===== src/rtl/mem_arbiter.sv =====
// Two-port memory arbiter: fetch (if) and load/store (d) share one memory port; d wins ties unless fetch starved MAX_WAIT cycles.
// Latency: grant and memory request are combinational; read response exactly one cycle after a read grant.
// Backpressure: losing requester sees gnt low and stall high; it may hold or drop req freely.
module mem_arbiter #(
    parameter int ADDR_W   = 32,
    parameter int DATA_W   = 32,
    parameter int MAX_WAIT = 4
) (
    input  logic              clk,
    input  logic              reset,
    input  logic              if_req,
    input  logic [ADDR_W-1:0] if_addr,
    output logic              if_gnt,
    output logic              if_rvalid,
    output logic [DATA_W-1:0] if_rdata,
    input  logic              d_req,
    input  logic              d_we,
    input  logic [ADDR_W-1:0] d_addr,
    input  logic [DATA_W-1:0] d_wdata,
    output logic              d_gnt,
    output logic              d_rvalid,
    output logic [DATA_W-1:0] d_rdata,
    output logic              mem_en,
    output logic              mem_we,
    output logic [ADDR_W-1:0] mem_addr,
    output logic [DATA_W-1:0] mem_wdata,
    input  logic [DATA_W-1:0] mem_rdata,
    output logic              stall,
    output logic [15:0]       conflict_cnt
);

    typedef enum logic [1:0] {
        OWN_NONE = 2'd0,
        OWN_IF   = 2'd1,
        OWN_D    = 2'd2
    } owner_t;

    localparam logic [3:0] MAX_WAIT_L = 4'(MAX_WAIT);

    logic [3:0] wait_cnt;
    logic [3:0] wait_nxt;
    owner_t     owner;
    owner_t     owner_nxt;

    always_comb begin
        if_gnt = 1'b0;
        d_gnt  = 1'b0;
        if (!reset) begin
            if (if_req && d_req) begin
                if (wait_cnt == MAX_WAIT_L) if_gnt = 1'b1;
                else                        d_gnt  = 1'b1;
            end else if (if_req) begin
                if_gnt = 1'b1;
            end else if (d_req) begin
                d_gnt = 1'b1;
            end
        end
    end

    // Fetch carries no write data, so mem_wdata is only driven on a d grant.
    always_comb begin
        mem_en    = if_gnt | d_gnt;
        mem_we    = d_gnt & d_we;
        mem_addr  = '0;
        mem_wdata = '0;
        if (if_gnt) begin
            mem_addr = if_addr;
        end else if (d_gnt) begin
            mem_addr  = d_addr;
            mem_wdata = d_wdata;
        end
    end

    assign stall = !reset && ((if_req && !if_gnt) || (d_req && !d_gnt));

    always_comb begin
        wait_nxt = 4'd0;
        if (if_req && !if_gnt) begin
            wait_nxt = (wait_cnt < MAX_WAIT_L) ? wait_cnt + 4'd1 : wait_cnt;
        end
    end

    always_comb begin
        owner_nxt = OWN_NONE;
        if (if_gnt)              owner_nxt = OWN_IF;
        else if (d_gnt && !d_we) owner_nxt = OWN_D;
    end

    always_ff @(posedge clk) begin
        if (reset) begin
            wait_cnt     <= 4'd0;
            owner        <= OWN_NONE;
            conflict_cnt <= 16'd0;
        end else begin
            wait_cnt <= wait_nxt;
            owner    <= owner_nxt;
            if (if_req && d_req && conflict_cnt != 16'hFFFF) begin
                conflict_cnt <= conflict_cnt + 16'd1;
            end
        end
    end

    // Gating with reset kills a response whose grant preceded the reset cycle.
    assign if_rvalid = (owner == OWN_IF) && !reset;
    assign d_rvalid  = (owner == OWN_D) && !reset;
    assign if_rdata  = if_rvalid ? mem_rdata : '0;
    assign d_rdata   = d_rvalid ? mem_rdata : '0;

endmodule


===== config.mk =====
export PLATFORM = sky130hd
export DESIGN_NAME = mem_arbiter
export DESIGN_NICKNAME = d
export VERILOG_FILES = /design/src/rtl/mem_arbiter.sv
export SDC_FILE = /design/constraint.sdc
export NUM_CORES = 1
export LEC_CHECK = 0
export ABC_AREA = 1
export CAP_MARGIN = 20
export CORE_MARGIN = 8
export CORE_UTILIZATION = 24
export DETAILED_ROUTE_END_ITERATION = 7
export GPL_TIMING_DRIVEN = 0
export PLACE_DENSITY = 0.75
export SETUP_SLACK_MARGIN = 0.15
export SYNTH_ARGS = -nofsm -noshare
export SYNTH_HDL_FRONTEND = slang
export SYNTH_SLANG_ARGS = --single-unit
export TNS_END_PERCENT = 5

===== constraint.sdc =====
create_clock -name clk -period 1.3 [get_ports clk]
set_input_delay 0.195 -clock clk [delete_from_list [all_inputs] [get_ports clk]]
set_output_delay 0.195 -clock clk [all_outputs]
set_load 0.01 [all_outputs]

# [Word level (Yosys, flattened, before mapping)]
# Index checks and enable logic that the tools add are counted.
# Widths: inputs -> output; s select.
[classes] n_reduce_logical=15 shift=0 n_div=0 n_addsub=2 n_mux=17 multipliers=0 eq_ne=4 bitwise_logic=3 order_cmp=1
[op_table] op="$mux 32" n=6
[op_table] op="$add 16x1->16 const B" n=1
[op_table] op="$ne 16x16->1 const B" n=1
[op_table] op="$mux 1" n=10
[op_table] op="$logic_and 1x1->1" n=8
[op_table] op="$add 4x1->4 const B" n=1
[op_table] op="$eq 4x3->1 const B" n=1
[op_table] op="$logic_not 1->1" n=4
[op_table] op="$lt 4x3->1 const B" n=1
[op_table] op="$reduce_or 2->1" n=2
[op_table] op="$eq 2x1->1 const B" n=1
[op_table] op="$eq 2x2->1 const B" n=1
[op_table] op="$mux 2" n=1
[op_table] op="$and 1x1->1" n=1
[op_table] op="$logic_or 1x1->1" n=1
[op_table] op="$not 1->1" n=1
[op_table] op="$or 1x1->1" n=1
[totals] in_bits=133 elab_cells=46 mem_bits_rw=0 register_bits=22 latchBits=0 n_memories=0 output_inout_bits=151 romBits=0

# [Logic depth before layout (Yosys ltp)]
[logic_depth] word_depth=8 mapped_depth=9 mapped_depth_nobuf=9

# [Worst setup path after synthesis]
# OpenSTA, ideal clock, no wires.
[synth_timing] path_type="register to output" start="register wait_cnt[0]" end="output port mem_addr[22]" arrival_ns=1.295 setup_slack_ns=-0.190 path_stages_with_launch=7 t_required_ns=1.105 cell_sequence="dfxtp_1 -> inv_1 -> ha_1 -> nand3_1 -> a21oi_2 -> buf_2 -> a22o_1"
[synth_between] elab_cells_between_ends=9 classes_between="eq/ne (1); mux (8)"
[synth_lines] item="start, declared" line="40" text="logic [3:0] wait_cnt;"
[synth_lines] item="start signal, assigned" line="95" text="wait_cnt <= wait_nxt;"
[synth_lines] item="$eq 4x3->1" line="50" text="if (wait_cnt == MAX_WAIT_L) if_gnt = 1'b1;"
[synth_lines] item="$mux 1" line="50"
[synth_lines] item="$mux 1" line="49" text="if (if_req && d_req) begin"
[synth_lines] item="$mux 1" line="48" text="if (!reset) begin"
[synth_lines] item="net if_gnt" line="13" text="output logic if_gnt,"
[synth_lines] item="$mux 32" line="66" text="if (if_gnt) begin"
[synth_lines] item="end, declared" line="25" text="output logic [ADDR_W-1:0] mem_addr,"
# The timed path passes the listed nets, and every way through them passes these cells.

# [Worst setup path in the final report]
[layout_timing] start="register wait_cnt[0]" end="output port mem_addr[19]"
[layout_between] elab_chain_len=6 elab_cells_between_ends=9 classes_between="eq/ne (1); mux (8)"
[layout_rtl] item="$eq 4x3->1 (*)" line="50"
[layout_rtl] item="$mux 1" line="50"
[layout_rtl] item="$mux 1" line="49"
[layout_rtl] item="$mux 1" line="48"
[layout_rtl] item="$mux 32" line="68" text="end else if (d_gnt) begin"
[layout_rtl] item="$mux 32 (*)" line="66"
# Mark *: on every way between the ends. The rest lies on a longest branch, timed or not.

==> impl_metrics.toml <==
[sta]
final.min_clock_period_ps = 1880
hold_violations = 0
relSlewSlack_pct = 82.6
rsz0062_at_grt = "true"
fin_crit_sh_pct = 144
fmax_mhz = 532
fin_ws_ps = -578
drv_slew = 0
worstMarginPinSlew_ps = 259
clock-skew-final_ps = 1.71
setup_viol = 140

[die]
die_h_microns = 113
rows = 35
core_area_sq_um = 9240
pin_count = 284
die_w_microns = 113
initial_utilization_pct = 24.6
die_area_sq_um = 12900

[synthesis]
yosysWarnings = 0
synthDistinctLibCells = 26
synth_seq_cells = 22
synth-xor-area-share_pct = 0.385
synth-simple-area-share_pct = 42.3
synth_top_family_by_area = "simple AND/OR/NAND/NOR gates"
muxShareOfSynthArea_pct = 0
synthCells = 406
syn_nets = 542
yosysSeqAreaShare_pct = 19.4
synth_top_area_cell = "nor2_1"
syn_area_sq_um = 2280
synthTopCellsByArea = "nor2_1 (24%), dfxtp_1 (19%), inv_1 (14%)"
synth_compound_gate_area_share_pct = 16.2
synthAdderAreaFrac_pct = 1.65
avgSynthCellArea_sq_um = 5.61
yosysTopAreaCellShare_pct = 24.2

[detailed_routing]
drtIter0Drc = 191
first_pass_iters = 4
avgViaCountPerCell = 4.38
routed_wl_microns = 14200
via_count = 3660
drc = 0
routedWlPerCell_microns = 17.0
ant_nets = 0

[critical_path]
critical-path-slowest-cell = "dfxtp_2"
ff2ff_path_depth = 7
reg2reg_to = "conflict_cnt[3]$_SDFFE_PP0P_"
r2r_slack_ps = -50
r2r-start = "conflict_cnt[0]$_SDFFE_PP0P_"
crit_family = "buffers and inverters"
critPathBufInv = 4
cp-end-kind = "primary output"
worst-endpoint-arrival_ps = 1680
required_ps = 1110
critPathLaunchType = "register"
crit_type = "register to primary output"
crit_fanout = 10
cpPeakStageDelay_ps = 330
crit_path_cell_trace = "inv_2 -> ha_4 -> nand4_1 -> nand2_4 -> inv_6 -> buf_6 -> a22o_1 -> buf_2"

[power_and_ir_drop]
p_per_area_nw_per_um2 = 424
clockPowerShare_pct = 22.2
ir_drop_v = 0.000260
netSwitchingPower_uw = 675
sw_frac_of_total_pct = 30.1
p_total_mw = 2.25
power.internal_mw = 1.57
leakagePower_nw = 2.79
power_frac_seq_pct = 30.4
p_comb_share_pct = 47.5

[worst_hold_path]
worstHoldPathCells = 2
hold_path_class = "primary input to register"
hold_end = "owner[0]$_SDFF_PP0_"
hold_start = "d_req"

[clock_tree]
clk_pin_slew_ps = 80
numCtsBuffers = 3
cts_num_sinks = 22
cts_tree = "done"
cts-root-buf = "clkbuf_8"
cts_max_level = 1
cts_hold_buf = 0
clock_insertion_delay_worst_skew_ps = 270
max-clock-path-buffers = 2

[placed_design]
post-place-ws_ps = -1170
dp_hpwl_microns = 12300
port_buffers = 283
place_congestion = 0.862
postPlaceCellArea_sq_um = 5330

[global_routing]
antenna_found_initial = 0
grt_use_met2_pct = 37.5
grtUsageTotal_pct = 20.8
gr-total-overflow = 0
grt_pass1_vias = 3706
use_met1_pct = 22.3
busiest_layer = "met2"
grt_pass1_wl_microns = 21200
grt_max_degree = 13
use_met3_pct = 8.24

[final_layout]
final_area_sq_um = 5300
nets = 843
drive_gt1_share_pct = 34.6
area_growth_pct = 133
diodes = 0

[run_status]
status = "complete, but fails checks"
violations = "setup timing"

[run]
maxCapViolations = 0
[through the flow]
step	hold WS, ps	TNS (ps)	utilization [%]	cells
after floorplan	267	-4690	-	406
after global placement	514	-139370	57.6	818
after detailed placement	518	-144350	57.6	818
after CTS	325	-45810	56.2	832
after global routing	274	-53410	57.3	835
final	251	-43150	57.3	835
[worst register-to-register path, stage by stage (launching register included)]
cell     delay, ps
dfxtp_4        390
ha_4           150
inv_2           50
nor2_4         130
nand4_4        130
buf_6          180
a21oi_2        150
nor2_1          60
[synth_stat cells]
master      n
nand4_4     1
inv_1      83
clkbuf_1    3
nand2_1    47
nand2_4     1
nand3_1    12
nor3_1      2
nand3_2     5
o21ai_1     1
buf_6       5
clkinv_2    1
nor2_4      5
inv_2       4
ha_1        3
nor2_1    147
xor2_1      1
dfxtp_1    22
a22o_1     32
nand2_2     3
buf_4       1
buf_2       9
a21oi_2     1
o21ai_0     2
a21oi_1    13
inv_4       1
nand4_1     1
[placed cells by master (no fill, tap or decap), types with 4 or more instances in the layout]
master	count
buf_4	20
a22o_1	32
nand3_1	9
clkbuf_8	4
buf_6	27
nand2_1	46
inv_2	7
nand3_2	6
nor2_2	37
a21oi_1	12
buf_2	83
clkbuf_2	4
clkdlybuf4s50_1	128
dfxtp_4	8
nor2_4	5
clkdlybuf4s15_2	9
inv_1	78
clkdlybuf4s15_1	4
dfxtp_2	12
dlygate4sd2_1	33
nor2_1	110
[flip-flops by register name (all words and copies together), names as in the netlist]
| register | count |
|---|---|
| wait_cnt | 4 |
| conflict_cnt | 16 |
| owner | 2 |
[metal layers]
layer  vias up  share of wire, %  wire, microns
met5         -                 0              0
met4         0               2.2            308
met3        19                11           1610
met2       195                50           7120
met1      1615                37           5200
li1       1831                 -              -
[repair_timing]
item / 4_1_cts / 5_1_grt
setup endpoints to repair: 172 / 162
buffers inserted: 12 / 3
gates cloned: 0 / 0
pin swaps: 31 / 5
gates resized for setup: 544 / 77
[power groups by stage]
| stage | logic (mW) | clock network, mW | registers (mW) |
|---|---|---|---|
| 5_1_grt | 1.15 | 0.535 | 0.684 |
| 6_report | 1.07 | 0.498 | 0.682 |
| 3_5_place_dp | 1.10 | 0 | 0.707 |
| 3_3_place_gp | 1.08 | 0 | 0.706 |
| 4_1_cts | 1.05 | 0.506 | 0.690 |
| 2_1_floorplan | 0.335 | 0 | 0.708 |
[logic make-up after synthesis]
logic type / after synthesis
AO/OA/AOI/OAI: 49
flip-flops: 22
XOR/XNOR: 1
AND/OR/NAND/NOR: 224
buffers and inverters: 107
adder cells (fa/ha/maj): 3
[how the worst max path moves through the flow]
stage	startpoint	end	slack, ps	depth (start not counted)
final	wait_cnt[0]$_SDFFE_PP0N_	mem_addr[19]	-580	8
after global routing	wait_cnt[0]$_SDFFE_PP0N_	mem_addr[19]	-640	8
after CTS	wait_cnt[0]$_SDFFE_PP0N_	mem_addr[19]	-550	8
after detailed placement	reset	d_rdata[28]	-1170	6
after global placement	reset	d_rdata[28]	-1170	6
after floorplan	wait_cnt[0]$_SDFFE_PP0N_	mem_addr[22]	-80	7
[cell type report]
class,count,area (sq um)
inverters,89,349
clock buffers,4,55.1
flip-flops and latches,22,485
repair buffers,298,2500
plain buffers,16,184
fillers,896,3950
multi-input cells,277,1560
well taps,129,161
No activity file was read; power rests on OpenSTA's default activity.
